$ cat src/rtl/hazard_ctl_pkg.sv
// Shared types and defaults for the pipeline interlock controller.
// Optional feature macro: HAZ_STATS_EN (adds a 32-bit stall counter output).
package hazard_ctl_pkg;

    localparam int unsigned REG_W          = 5;
    localparam int unsigned HZ_MUL_LAT_DEF = 4;
    localparam int unsigned HZ_DIV_LAT_DEF = 34;
    localparam int unsigned HZ_CNT_W_DEF   = 6;
    localparam int unsigned HZ_STATS_W     = 32;

    typedef enum logic [1:0] {
        HZ_IDLE    = 2'd0,
        HZ_MD_RUN  = 2'd1,
        HZ_MD_DONE = 2'd2
    } hz_state_e;

endpackage

$ cat src/rtl/hazard_ctl_hz_match.sv
// One source-vs-destination register compare; r0 never matches.
module hz_match
    import hazard_ctl_pkg::*;
(
    input  logic [REG_W-1:0] i_rn,
    input  logic             i_use,
    input  logic [REG_W-1:0] i_rd,
    input  logic             i_en,
    output logic             o_match_c
);

    // Match needs a live read, a live write and a non-zero register.
    assign o_match_c = i_use & i_en & (i_rn != '0) & (i_rn == i_rd);

endmodule

$ cat src/rtl/hazard_ctl.sv
// Pipeline interlock controller: load-use / branch-compare / HI-LO stalls
// and the mul/div busy sequencer with its HI/LO write strobe.
// Optional feature macro: HAZ_STATS_EN (adds o_stall_cnt, 32-bit pause-cycle count).
module hazard_ctl
    import hazard_ctl_pkg::*;
#(
    parameter int unsigned MUL_LAT = HZ_MUL_LAT_DEF,
    parameter int unsigned DIV_LAT = HZ_DIV_LAT_DEF,
    parameter int unsigned CNT_W   = HZ_CNT_W_DEF
) (
    input  logic                  clk,
    input  logic                  rst,
    input  logic [REG_W-1:0]      i_id_rs,
    input  logic [REG_W-1:0]      i_id_rt,
    input  logic                  i_id_use_rs,
    input  logic                  i_id_use_rt,
    input  logic                  i_id_is_cmp,
    input  logic                  i_id_hilo,
    input  logic [REG_W-1:0]      i_ex_rd,
    input  logic                  i_ex_we,
    input  logic                  i_ex_load,
    input  logic [REG_W-1:0]      i_mem_rd,
    input  logic                  i_mem_load,
    input  logic                  i_md_start,
    input  logic                  i_md_is_div,
    input  logic                  i_flush,
    output logic                  o_pause,
    output logic                  o_id_bubble,
    output logic                  o_md_busy,
`ifdef HAZ_STATS_EN
    output logic [HZ_STATS_W-1:0] o_stall_cnt,
`endif
    output logic                  o_md_done
);

    localparam logic [CNT_W-1:0] L_MUL = CNT_W'(MUL_LAT);
    localparam logic [CNT_W-1:0] L_DIV = CNT_W'(DIV_LAT);

    logic      w_rs_ex;
    logic      w_rt_ex;
    logic      w_rs_mem;
    logic      w_rt_mem;
    logic      w_ld_haz;
    logic      w_cmp_haz;
    logic      w_md_haz;
    logic      w_stall;

    hz_state_e        r_state;
    hz_state_e        w_state_nxt;
    hz_state_e        w_load_state;
    logic [CNT_W-1:0] r_cnt;
    logic [CNT_W-1:0] w_cnt_nxt;
    logic [CNT_W-1:0] w_lat;
    logic             r_md_busy;
    logic             r_md_done;

    hz_match u_rs_ex (
        .i_rn      (i_id_rs),
        .i_use     (i_id_use_rs),
        .i_rd      (i_ex_rd),
        .i_en      (i_ex_we),
        .o_match_c (w_rs_ex)
    );

    hz_match u_rt_ex (
        .i_rn      (i_id_rt),
        .i_use     (i_id_use_rt),
        .i_rd      (i_ex_rd),
        .i_en      (i_ex_we),
        .o_match_c (w_rt_ex)
    );

    hz_match u_rs_mem (
        .i_rn      (i_id_rs),
        .i_use     (i_id_use_rs),
        .i_rd      (i_mem_rd),
        .i_en      (i_mem_load),
        .o_match_c (w_rs_mem)
    );

    hz_match u_rt_mem (
        .i_rn      (i_id_rt),
        .i_use     (i_id_use_rt),
        .i_rd      (i_mem_rd),
        .i_en      (i_mem_load),
        .o_match_c (w_rt_mem)
    );

    // Hazard terms; busy is masked in reset so only a fresh md_start stalls HI/LO readers.
    assign w_ld_haz  = i_ex_load & (w_rs_ex | w_rt_ex);
    assign w_cmp_haz = i_id_is_cmp & (w_rs_mem | w_rt_mem | w_rs_ex | w_rt_ex);
    assign w_md_haz  = i_id_hilo & ((r_md_busy & ~rst) | i_md_start);
    assign w_stall   = (w_ld_haz | w_cmp_haz | w_md_haz) & ~i_flush;

    assign o_pause     = w_stall;
    assign o_id_bubble = w_stall;
    assign o_md_busy   = r_md_busy;
    assign o_md_done   = r_md_done;

    // Latency of the op being issued and where a fresh issue lands.
    assign w_lat        = i_md_is_div ? L_DIV : L_MUL;
    assign w_load_state = (w_lat == CNT_W'(1)) ? HZ_MD_DONE : HZ_MD_RUN;

    // Next-state and counter for the mul/div sequencer; any md_start reloads.
    always_comb begin
        w_state_nxt = r_state;
        w_cnt_nxt   = r_cnt;
        case (r_state)
            HZ_IDLE: begin
                if (i_md_start) begin
                    w_cnt_nxt   = w_lat - CNT_W'(1);
                    w_state_nxt = w_load_state;
                end
            end
            HZ_MD_RUN: begin
                if (i_md_start) begin
                    w_cnt_nxt   = w_lat - CNT_W'(1);
                    w_state_nxt = w_load_state;
                end else begin
                    w_cnt_nxt = r_cnt - CNT_W'(1);
                    if (r_cnt == CNT_W'(1)) begin
                        w_state_nxt = HZ_MD_DONE;
                    end
                end
            end
            HZ_MD_DONE: begin
                if (i_md_start) begin
                    w_cnt_nxt   = w_lat - CNT_W'(1);
                    w_state_nxt = w_load_state;
                end else begin
                    w_state_nxt = HZ_IDLE;
                end
            end
            default: begin
                w_state_nxt = HZ_IDLE;
            end
        endcase
    end

    // State register with busy/done decoded into flops from the next state.
    always_ff @(posedge clk) begin
        if (rst) begin
            r_state   <= HZ_IDLE;
            r_cnt     <= '0;
            r_md_busy <= 1'b0;
            r_md_done <= 1'b0;
        end else begin
            r_state   <= w_state_nxt;
            r_cnt     <= w_cnt_nxt;
            r_md_busy <= (w_state_nxt == HZ_MD_RUN);
            r_md_done <= (w_state_nxt == HZ_MD_DONE);
        end
    end

`ifdef HAZ_STATS_EN
    logic [HZ_STATS_W-1:0] r_stall_cnt;

    // Free-running count of pause cycles, wrapping naturally.
    always_ff @(posedge clk) begin
        if (rst) begin
            r_stall_cnt <= '0;
        end else if (w_stall) begin
            r_stall_cnt <= r_stall_cnt + HZ_STATS_W'(1);
        end
    end

    assign o_stall_cnt = r_stall_cnt;
`endif

endmodule

$ cat config.mk
export PLATFORM = sky130hd
export DESIGN_NAME = hazard_ctl
export DESIGN_NICKNAME = d
export VERILOG_FILES = /design/src/rtl/hazard_ctl_pkg.sv /design/src/rtl/hazard_ctl_hz_match.sv /design/src/rtl/hazard_ctl.sv
export SDC_FILE = /design/constraint.sdc
export NUM_CORES = 1
export LEC_CHECK = 0
export BUFFER_PORTS_ARGS = -buffer_cell sky130_fd_sc_hd__buf_2
export CAP_MARGIN = 20
export CORE_MARGIN = 1
export CORE_UTILIZATION = 49
export DETAILED_ROUTE_END_ITERATION = 8
export PLACE_DENSITY = 0.93
export SYNTH_ARGS = -nofsm -noshare
export SYNTH_HDL_FRONTEND = slang
export SYNTH_SLANG_ARGS = --single-unit
export TNS_END_PERCENT = 50
$ cat constraint.sdc
create_clock -name clk -period 5.6 [get_ports clk]
set_input_delay 1.12 -clock clk [delete_from_list [all_inputs] [get_ports clk]]
set_output_delay 1.12 -clock clk [all_outputs]
set_load 0.005 [all_outputs]
### Yosys cells after proc, flatten, opt, wreduce, memory -nomap -nowiden

Index checks and enable logic that the tools add are counted.

* register bits: 10
* bits of input ports: 32
* output and inout bits: 4
* logic and storage cells: 59

* add/sub/neg operators: 2
* equality and inequality tests: 11
* mux-type cells: 10
* bitwise logic cells: 26
* reductions and logical operators: 6

Operator list (count)
* 5-bit equality test: 4
* 6-bit 2-to-1 mux: 3
* 1-bit bitwise AND: 17
* 6-bit by 1-bit equality test with 1-bit output (second input constant): 2
* 6-bit case mux with 2 select lines: 1
* 6-bit by 1-bit subtractor with 6-bit output (second input constant): 2
* 2-bit 2-to-1 mux: 5
* 5-bit nonzero test: 2
* 1-bit bitwise OR: 7
* 2-bit case mux with 3 select lines: 1
* 2-bit by 1-bit equality test with 1-bit output (second input constant): 2
* 2-bit equality test (second input constant): 2
* 2-bit zero test: 1
* 2-bit by 1-bit inequality test with 1-bit output (second input constant): 1
* 1-bit NOT: 2
* 2-bit AND reduction: 1
* 2-bit nonzero test: 1
* 2-bit OR reduction: 1

### Logic depth before layout (Yosys ltp)

Gate-level depths: netlist of the first run.

* depth after elaboration: 10
* mapped depth: 6
* gate-level depth less buffers: 6

### Hierarchy

From an unflattened synthesis of the first run, not the netlist that was laid out.

* cell total of the unflattened synthesis: 98
* area, all modules: 840.8 µm²

By module, submodules not included
* hazard_ctl: times used 1, cells each 58, area each 535.5 µm², sequential area each 200.2 µm²
* hz_match: times used 4, cells each 10, area each 76.3 µm², sequential area each 0.0 µm²

### Worst setup path after synthesis of the first run

OpenSTA, ideal clock, no wires.

* kind: input -> output
* from: input i_id_rs[0]
* to: output o_pause
* data arrival time: 2.378 ns
* required time: 4.480 ns
* setup slack: 2.102 ns
* cell stages on the path: 5
* path buffers: 1
* path through: xor2_1 -> or4_1 -> o41a_1 -> o211ai_2 -> buf_4

* longest elaborated chain between the ends: 10
* elaborated cells between the ends (all ways): 16
* classes of those cells: eq/ne (2); bitwise (13); reduce/logical (1)

RTL lines
* from (decl): line hazard_ctl.sv:13 `input logic [REG_W-1:0] i_id_rs,`
* 5-bit nonzero test: line hazard_ctl_hz_match.sv:13 `assign o_match_c = i_use & i_en & (i_rn != '0) & (i_rn == i_rd);`
* 1-bit bitwise AND (2 in a row): line hazard_ctl_hz_match.sv:13
* 1-bit bitwise OR (3 in a row): line hazard_ctl.sv:91 `assign w_cmp_haz = i_id_is_cmp & (w_rs_mem | w_rt_mem | w_rs_ex | w_rt_ex);`
* 1-bit bitwise AND: line hazard_ctl.sv:91
* 1-bit bitwise OR (*) (2 in a row): line hazard_ctl.sv:93 `assign w_stall = (w_ld_haz | w_cmp_haz | w_md_haz) & ~i_flush;`
* 1-bit bitwise AND (*): line hazard_ctl.sv:93
* to (decl): line hazard_ctl.sv:27 `output logic o_pause,`

Mark *: on every way between the ends. The rest lies on a longest branch, timed or not.

### Final worst setup path of the first run

* from: input i_id_rs[0]
* to: output o_id_bubble

* longest elaborated chain between the ends: 10
* elaborated cells between the ends (all ways): 16
* classes of those cells: eq/ne (2); bitwise (13); reduce/logical (1)

RTL lines
* 5-bit nonzero test: line hazard_ctl_hz_match.sv:13
* 1-bit bitwise AND (2 in a row): line hazard_ctl_hz_match.sv:13
* 1-bit bitwise OR (3 in a row): line hazard_ctl.sv:91
* 1-bit bitwise AND: line hazard_ctl.sv:91
* 1-bit bitwise OR (*) (2 in a row): line hazard_ctl.sv:93
* 1-bit bitwise AND (*): line hazard_ctl.sv:93
* to (decl): line hazard_ctl.sv:28 `output logic o_id_bubble,`

Marks and branches as above.

==> metrics.csv, run 1 <==
stage,metric,value,unit
critical_path,CP startpoint kind,input pin,
clock_network,"Clk Latency, worst-skew pair",0.27,ns
synth,flip-flop and latch count after synthesis,10,
floorplan,num rows,14,
clock_network,Clock Sinks,10,
synth,"Cell Area, Synth",797,µm²
synth,synth warn,0,
finish,"commonest non-fill, non-tap cell in the layout",buf_2,
critical_path,max incr delay on CP,0.52,ns
critical_path,reg-to-reg setup timing slack,4.13,ns
global_routing,first-pass GRT wire length,3510,µm
placement,DP HPWL,1750,µm
finish,"commonest cells after routing, fill and taps aside","buf_2, xnor2_1, nand2_1, nor2_1, dfxtp_1",
pwr,worst ir drop on vdd,0.214,mV
sta,Tightest Pin Transition,0.558,ns
routing,DRC violation count after routing,0,
sta,skew final,0.00371,ns
sta,final hold vios,0,
min_path,WHS Path Cells,2,
sta,RSZ-0062 raised after global routing,no,
floorplan,Die Height,42.3,µm
placement,Port Buffers,35,
routing,met3 WL,140,µm
pwr,Leak,0.421,nW
synth,sequential share of the synthesized area,25.1,%
floorplan,starting density of the core,52.9,%
floorplan,Core ar.,1510,µm²
pwr,total power,0.000205,W
sta,Slew Limit Fails,0,
critical_path,CP dominant cell by count,buf_2,
sta,# setup viols final,0,
min_path,Hold Path Sink,r_cnt[5]$_SDFFE_PP0P_,
sta,"Min Clock Period, post-route",3.66,ns
clock_network,Clock Path Buffers,2,
clock_network,TritonCTS clock tree,built,
critical_path,"Cell Chain, Critical Path",buf_2 -> xor2_1 -> or4_1 -> o41a_1 -> o211ai_2 -> buf_2,
critical_path,Arrival @ worst endpoint,2.54,ns
routing,Initial DRC Count,49,
clock_network,CTS HTree Levels,1,
sta,Max Freq,273,MHz
routing,met2 WL,1180,µm
critical_path,Setup CP Type,in -> out,
floorplan,Die Width,42.3,µm
global_routing,largest net degree at the start of global routing,19,
critical_path,CP max-delay cell,or4_1,
global_routing,gr usage total,25.3,%
critical_path,Crit. End Element,primary output,
sta,Rel. slew slack,62.7,%
critical_path,worst reg2reg startpoint,r_state[0]$_SDFF_PP0_,
clock_network,"Setup Fix Bufs, Post-CTS",0,
critical_path,reg2reg path depth,4,
finish,number of diodes,0,
critical_path,"Req. time, crit path",4.48,ns
routing,TritonRoute pass-1 iters,4,
routing,routed len/inst,14.1,µm
floorplan,IO Count,36,
min_path,min-delay src,r_cnt[5]$_SDFFE_PP0P_,
routing,antenna-violating nets left,0,
floorplan,Die ar.,1790,µm²
synth,syn nets,138,
routing,Final Routed Wirelength,2180,µm
global_routing,total grt overflow,0,
pwr,Pwr per Cell Area,204,nW/µm²
critical_path,CP top delay family,simple AND/OR/NAND/NOR gates,
clock_network,TritonCTS Buffers,3,
routing,Max Used Layer,met3,
finish,layout cells sized above 1,29.0,%
finish,Filler cells,127,
clock_network,Root Buffer,clkbuf_4,
synth,synth unique cells,27,
global_routing,vias in the first global route,836,
finish,nets@finish,173,
synth,Mapped Cells,104,
clock_network,post-cts resize count,0,
sta,Final Cycle Share,65.3,%
routing,drt via density,5.94,
finish,area grow syn2layout,26.2,%
clock_network,clock slew at reported path FFs,0.06,ns
critical_path,FF-to-FF End,r_cnt[5]$_SDFFE_PP0P_,
synth,Syn Area/Cell,7.66,µm²
run_status,status,finished clean,
critical_path,worst path bufs/invs,2,
sta,Setup TNS,0,ns
clock_network,"Hold-fix buffers, CTS",0,
flow_run,Max Cap Viol,0,
routing,met1 wire length,856,µm
min_path,HP Class,reg -> reg,
global_routing,initial antenna violation count,0,
routing,vias,915,
placement,global placer's final weighted congestion,0.847,
critical_path,crit-path max FO,3,
## how the worst max path moves through the flow
stage,endpoint,start,slack (ns),depth (start not counted)
floorplan,o_pause,i_id_rs[0],2.10,5
global placement,o_id_bubble,i_id_rs[0],1.98,6
global route,o_pause,i_id_rs[0],1.87,6
CTS,o_pause,i_id_rs[0],1.93,6
finish,o_id_bubble,i_id_rs[0],1.94,6
detailed placement,o_pause,i_id_rs[0],1.94,6
## area by class of cell
cell class	count	area [µm²]	share of cell area, %
multi-input combinational	86	563	56.0
sequential	10	200	19.9
timing repair buffer	35	175	17.4
clock buffer	4	36.3	3.61
tap	16	20.0	1.99
inverter	3	11.3	1.12
## flip-flops by register name, summed over array words and instances (netlist names)
register   flops
o_md_done      1
r_state        2
r_cnt          6
o_md_busy      1
## where the power goes
part,switching (W),internal (W),total (W)
Clock,0.0000260,0.0000395,0.0000655
Combinational,0.0000301,0.0000280,0.0000581
Sequential,0.00000618,0.0000754,0.0000815
Total,0.0000623,0.000143,0.000205
## logic make-up after synthesis
logic type	count (synthesis)	share of synthesized area (%)
xor gates and xnor gates	20	22.0
AOI/OAI and AO/OA	23	20.6
DFF	10	25.1
and+or+nand+nor	41	25.0
adders and majority gates	2	3.14
buffers and inverters	8	4.24
## tightest hold or removal path, stage by stage (launching register included)
cell      delay (ns)
dfxtp_1         0.33
a211oi_1        0.07
nor2_1          0.07
## per-layer routing
metal  up-vias  GRT usage (%)
met4         0           2.50
met5         -              0
li1        448              -
met2        40           43.1
met3         0           8.62
met1       427           31.8
## synthesized netlist by cell type
cell type | instances | area (µm²)
o21ai_0 | 3 | 15.0
xnor2_1 | 13 | 114
dfxtp_1 | 10 | 200
o21ai_1 | 3 | 15.0
a32oi_1 | 2 | 17.5
nand3_1 | 3 | 15.0
a311oi_1 | 1 | 8.76
clkbuf_1 | 4 | 15.0
a32o_1 | 2 | 20.0
nand4_1 | 4 | 25.0
a211oi_1 | 3 | 22.5
nor2_1 | 10 | 37.5
o211ai_2 | 1 | 12.5
nand2_1 | 10 | 37.5
nor2b_1 | 2 | 12.5
o41a_1 | 1 | 11.3
or4_1 | 3 | 22.5
inv_1 | 3 | 11.3
ha_1 | 2 | 25.0
nor3_1 | 6 | 30.0
or3_1 | 1 | 6.26
buf_4 | 1 | 7.51
o211ai_1 | 1 | 7.51
nor4_1 | 2 | 12.5
a21oi_1 | 5 | 25.0
xor2_1 | 7 | 61.3
a22o_1 | 1 | 8.76
## stage by stage
step	utilization, %	instance area, µm²	hold slack [ns]	setup slack (ns)	instances
after floorplan	-	797	0.464	2.10	104
after detailed placement	64.4	970	0.496	1.94	150
final	66.8	1010	0.503	1.94	154
after global routing	66.8	1010	0.555	1.87	154
after global placement	64.4	970	0.493	1.98	150
after CTS	66.8	1010	0.512	1.93	154
Power figures use the tool's default switching activity.
==> run 2: changes to the inputs <==
- CORE_UTILIZATION: 49 -> 45
- PLACE_DENSITY: 0.93 -> 0.87
- clock period: 5.6 -> 3.7 ns (I/O delays scaled with it)
==> metrics.csv, run 2 (same netlist as run 1, synthesis figures left out) <==
stage,metric,value,unit
pwr,part of the power in registers,39.1,%
global_routing,total grt overflow,0,
routing,antenna-violating nets left,0,
routing,Initial DRC Count,58,
floorplan,num rows,14,
clock_network,"Hold-fix buffers, CTS",0,
sta,Max Freq,346,MHz
global_routing,initial antenna violation count,0,
sta,final hold vios,0,
finish,Biggest register,r_cnt,
placement,DP HPWL,1760,µm
global_routing,met3 usage,5.31,%
routing,DRC violation count after routing,0,
global_routing,largest net degree at the start of global routing,19,
global_routing,gr usage total,24.3,%
clock_network,TritonCTS clock tree,built,
pwr,Sw Ratio,31.3,%
critical_path,CP startpoint kind,input pin,
finish,number of diodes,0,
finish,largest registers,"r_cnt: 6 flops, r_state: 2 flops",
pwr,total power,0.000315,W
floorplan,Die Height,44.1,µm
critical_path,Setup CP Type,in -> out,
sta,Setup TNS,0,ns
clock_network,Clock Path Buffers,2,
pwr,NetSw,0.0000985,W
placement,Post-Place Worst Slack,0.816,ns
sta,Rel. slew slack,62.1,%
clock_network,post-cts resize count,0,
routing,drt via density,5.94,
clock_network,"Setup Fix Bufs, Post-CTS",0,
sta,"Min Clock Period, post-route",2.89,ns
global_routing,GRT busiest layer,met2,
sta,final worst slack,0.809,ns
pwr,Comb pwr share,28.2,%
finish,nets@finish,173,
floorplan,IO Count,36,
global_routing,first-pass GRT wire length,3550,µm
global_routing,vias in the first global route,813,
routing,Final Routed Wirelength,2230,µm
global_routing,met2 usage,37.4,%
flow_run,Max Cap Viol,0,
sta,skew final,0.00368,ns
clock_network,Root Buffer,clkbuf_4,
floorplan,starting density of the core,50.6,%
floorplan,Die ar.,1940,µm²
critical_path,"Req. time, crit path",2.96,ns
finish,"commonest non-fill, non-tap cell in the layout",buf_2,
pwr,worst ir drop on vdd,0.248,mV
global_routing,GR Layer Usage met1,34.3,%
sta,Final Cycle Share,78.1,%
floorplan,Die Width,44.1,µm
placement,Port Buffers,35,
sta,RSZ-0062 raised after global routing,no,
floorplan,Core ar.,1580,µm²
sta,Tightest Pin Transition,0.567,ns
finish,area grow syn2layout,26.2,%
routing,TritonRoute pass-1 iters,8,
clock_network,TritonCTS Buffers,3,
sta,# setup viols final,0,
critical_path,crit-path max FO,3,
placement,global placer's final weighted congestion,0.861,
routing,routed len/inst,14.5,µm
pwr,clock share of power,32.6,%
sta,Slew Limit Fails,0,
run_status,status,finished clean,
clock_network,"Clk Latency, worst-skew pair",0.27,ns
pwr,Int Pwr,0.000216,W
clock_network,CTS HTree Levels,1,
finish,Largest register FFs,6,
critical_path,Crit. End Element,primary output,
pwr,Leak,0.421,nW
min_path,HP Class,reg -> reg,
routing,vias,914,
finish,"commonest cells after routing, fill and taps aside","buf_2, xnor2_1, nand2_1, nor2_1, dfxtp_1",
pwr,Pwr per Cell Area,313,nW/µm²
finish,layout cells sized above 1,29.0,%
clock_network,clock slew at reported path FFs,0.07,ns
critical_path,Arrival @ worst endpoint,2.15,ns
clock_network,Clock Sinks,10,
run 2: cell counts in the layout (fill, tap and decap cells not counted):
No cell type changed its count.
run 2: layer usage:
layer / vias to the layer above / share of wire [%]
met3: 2 / 7.3
met4: 0 / 0.31
met2: 35 / 49
met1: 432 / 43
li1: 445 / -
met5: - / 0
run 2: layout make-up:
| type | instances | area [µm²] |
|---|---|---|
| flip-flops and latches | 10 | 200 |
| repair buffers | 35 | 175 |
| inverters | 3 | 11.3 |
| multi-input cells | 86 | 563 |
| fillers | 152 | 571 |
| clock buffers | 4 | 36.3 |
| well taps | 16 | 20.0 |
run 2: through the flow:
step                hold slack (ns)  util (%)  instance area [µm²]  cells
finish                        0.527      63.8                 1010    154
global route                  0.545      63.8                 1010    154
CTS                           0.529      63.8                 1010    154
detailed placement            0.508      61.5                  970    150
global placement              0.489      61.5                  970    150
floorplan                     0.464         -                  797    104
run 2: worst paths after layout:
kind	slack [ns]	depth (start not counted)	start	endpoint
worst min register to register	0.53	2	r_cnt[5]$_SDFFE_PP0P_	r_cnt[5]$_SDFFE_PP0P_
worst max register to register	2.24	4	r_state[0]$_SDFF_PP0_	r_cnt[5]$_SDFFE_PP0P_
worst max-delay path	0.81	6	i_id_rs[0]	o_pause
worst min-delay path	0.53	2	r_cnt[5]$_SDFFE_PP0P_	r_cnt[5]$_SDFFE_PP0P_
run 2: power by group through the flow:
stage	Combinational, W	Sequential (W)	Clock (W)
after global routing	0.0000980	0.000124	0.000109
after detailed placement	0.0000869	0.000125	0
after global placement	0.0000832	0.000125	0
after CTS	0.0000879	0.000123	0.000103
after floorplan	0.0000551	0.000120	0
final	0.0000889	0.000123	0.000103
run 2: critical path: stages:
cell,delay (ns)
buf_2,0.12
xor2_1,0.15
or4_1,0.51
o41a_1,0.34
o211ai_2,0.15
buf_2,0.13
==> run 3: changes to the inputs <==
- clock period: 3.7 -> 2.7 ns (I/O delays scaled with it)
==> metrics.csv, run 3 (same netlist as run 1, synthesis figures left out) <==
stage,metric,value,unit
critical_path,Arrival @ worst endpoint,1.95,ns
clock_network,"Clk Latency, worst-skew pair",0.27,ns
routing,routed len/inst,14.1,µm
finish,number of diodes,0,
critical_path,CP startpoint kind,input pin,
critical_path,reg2reg path depth,4,
floorplan,IO Count,36,
pwr,Leak,0.421,nW
critical_path,"Req. time, crit path",2.16,ns
sta,RSZ-0062 raised after global routing,no,
clock_network,Clock Path Buffers,2,
sta,# setup viols final,0,
placement,global placer's final weighted congestion,0.861,
routing,Initial DRC Count,22,
global_routing,vias in the first global route,801,
sta,final hold vios,0,
floorplan,Die Width,44.1,µm
finish,final design utilization,63.8,%
placement,DP HPWL,1750,µm
finish,layout cells sized above 1,29.0,%
critical_path,Setup CP Type,in -> out,
routing,vias,897,
sta,Tightest Pin Transition,0.563,ns
min_path,HP Class,reg -> reg,
sta,Slew Limit Fails,0,
sta,Max Freq,402,MHz
critical_path,Critical Path Sink,o_pause,
critical_path,Crit. End Element,primary output,
global_routing,gr usage total,23.1,%
sta,Final Cycle Share,92.1,%
clock_network,TritonCTS clock tree,built,
global_routing,first-pass GRT wire length,3340,µm
floorplan,Die ar.,1940,µm²
sta,Setup TNS,0,ns
critical_path,FF-to-FF End,r_cnt[5]$_SDFFE_PP0P_,
clock_network,"Hold-fix buffers, CTS",0,
clock_network,TritonCTS Buffers,3,
floorplan,num rows,14,
routing,drt via density,5.82,
floorplan,Core ar.,1580,µm²
routing,Final Routed Wirelength,2170,µm
routing,antenna-violating nets left,0,
clock_network,Root Buffer,clkbuf_4,
finish,largest registers,"r_cnt: 6 flops, r_state: 2 flops",
pwr,worst ir drop on vdd,0.377,mV
finish,Biggest register,r_cnt,
global_routing,initial antenna violation count,0,
clock_network,"Setup Fix Bufs, Post-CTS",0,
pwr,Pwr per Cell Area,423,nW/µm²
run_status,status,finished clean,
critical_path,crit path launch,i_id_rs[0],
placement,Port Buffers,35,
clock_network,clock slew at reported path FFs,0.06,ns
finish,"commonest non-fill, non-tap cell in the layout",buf_2,
finish,area grow syn2layout,26.2,%
finish,"commonest cells after routing, fill and taps aside","buf_2, xnor2_1, nand2_1, nor2_1, dfxtp_1",
sta,"Min Clock Period, post-route",2.49,ns
sta,skew final,0.00490,ns
critical_path,reg-to-reg setup timing slack,1.26,ns
sta,Rel. slew slack,62.4,%
global_routing,largest net degree at the start of global routing,19,
floorplan,starting density of the core,50.6,%
global_routing,total grt overflow,0,
routing,DRC violation count after routing,0,
clock_network,CTS HTree Levels,1,
critical_path,crit-path max FO,3,
finish,Largest register FFs,6,
flow_run,Max Cap Viol,0,
clock_network,post-cts resize count,0,
finish,nets@finish,173,
routing,TritonRoute pass-1 iters,6,
floorplan,Die Height,44.1,µm
clock_network,Clock Sinks,10,
critical_path,worst reg2reg startpoint,r_state[0]$_SDFF_PP0_,
==> run 3: cell counts in the layout (fill, tap and decap cells not counted) <==
No cell type changed its count.
==> run 3: critical path, cell delays in order <==
cell,delay [ns]
buf_2,0.12
xor2_1,0.15
or4_1,0.51
o41a_1,0.34
o211ai_2,0.15
buf_2,0.13
==> run 3: area by class of cell <==
class                   instances  area [µm²]
fillers                       151         571
multi-input cells              86         563
flip-flops and latches         10         200
repair buffers                 35         175
clock buffers                   4        36.3
well taps                      16        20.0
inverters                       3        11.3
==> run 3: per-stage QoR <==
step	instance area, µm²	cells	total power, W	hold slack, ns	setup WS, ns
floorplan	797	104	0.000240	0.464	0.362
global placement	970	150	0.000285	0.489	0.220
detailed placement	970	150	0.000291	0.507	0.218
CTS	1010	154	0.000429	0.523	0.212
global route	1010	154	0.000452	0.543	0.160
finish	1010	154	0.000426	0.518	0.215
==> run 3: routing by layer <==
metal	vias up	share of wire (%)	global-route usage, %
met2	37	47	35.0
li1	446	-	-
met4	0	0	4.85
met5	-	0	0
met3	0	7.0	7.35
met1	414	46	32.3
==> run 3: power by group <==
part,switching [W],internal (W),leakage (nW)
Combinational,0.0000626,0.0000583,0.318
Sequential,0.0000123,0.000156,0.0823
Clock,0.0000545,0.0000820,0.0210
Total,0.000129,0.000296,0.421
==> run 3: worst min path at each step <==
| stage | start | cells past startpoint | endpoint | slack [ns] |
|---|---|---|---|---|
| final | r_cnt[5]$_SDFFE_PP0P_ | 2 | r_cnt[5]$_SDFFE_PP0P_ | 0.52 |
| after global routing | r_cnt[5]$_SDFFE_PP0P_ | 2 | r_cnt[5]$_SDFFE_PP0P_ | 0.54 |
| after CTS | r_cnt[5]$_SDFFE_PP0P_ | 2 | r_cnt[5]$_SDFFE_PP0P_ | 0.52 |
| after detailed placement | r_cnt[5]$_SDFFE_PP0P_ | 2 | r_cnt[5]$_SDFFE_PP0P_ | 0.51 |
| after global placement | r_cnt[5]$_SDFFE_PP0P_ | 2 | r_cnt[5]$_SDFFE_PP0P_ | 0.49 |
| after floorplan | r_cnt[5]$_SDFFE_PP0P_ | 2 | r_cnt[5]$_SDFFE_PP0P_ | 0.46 |
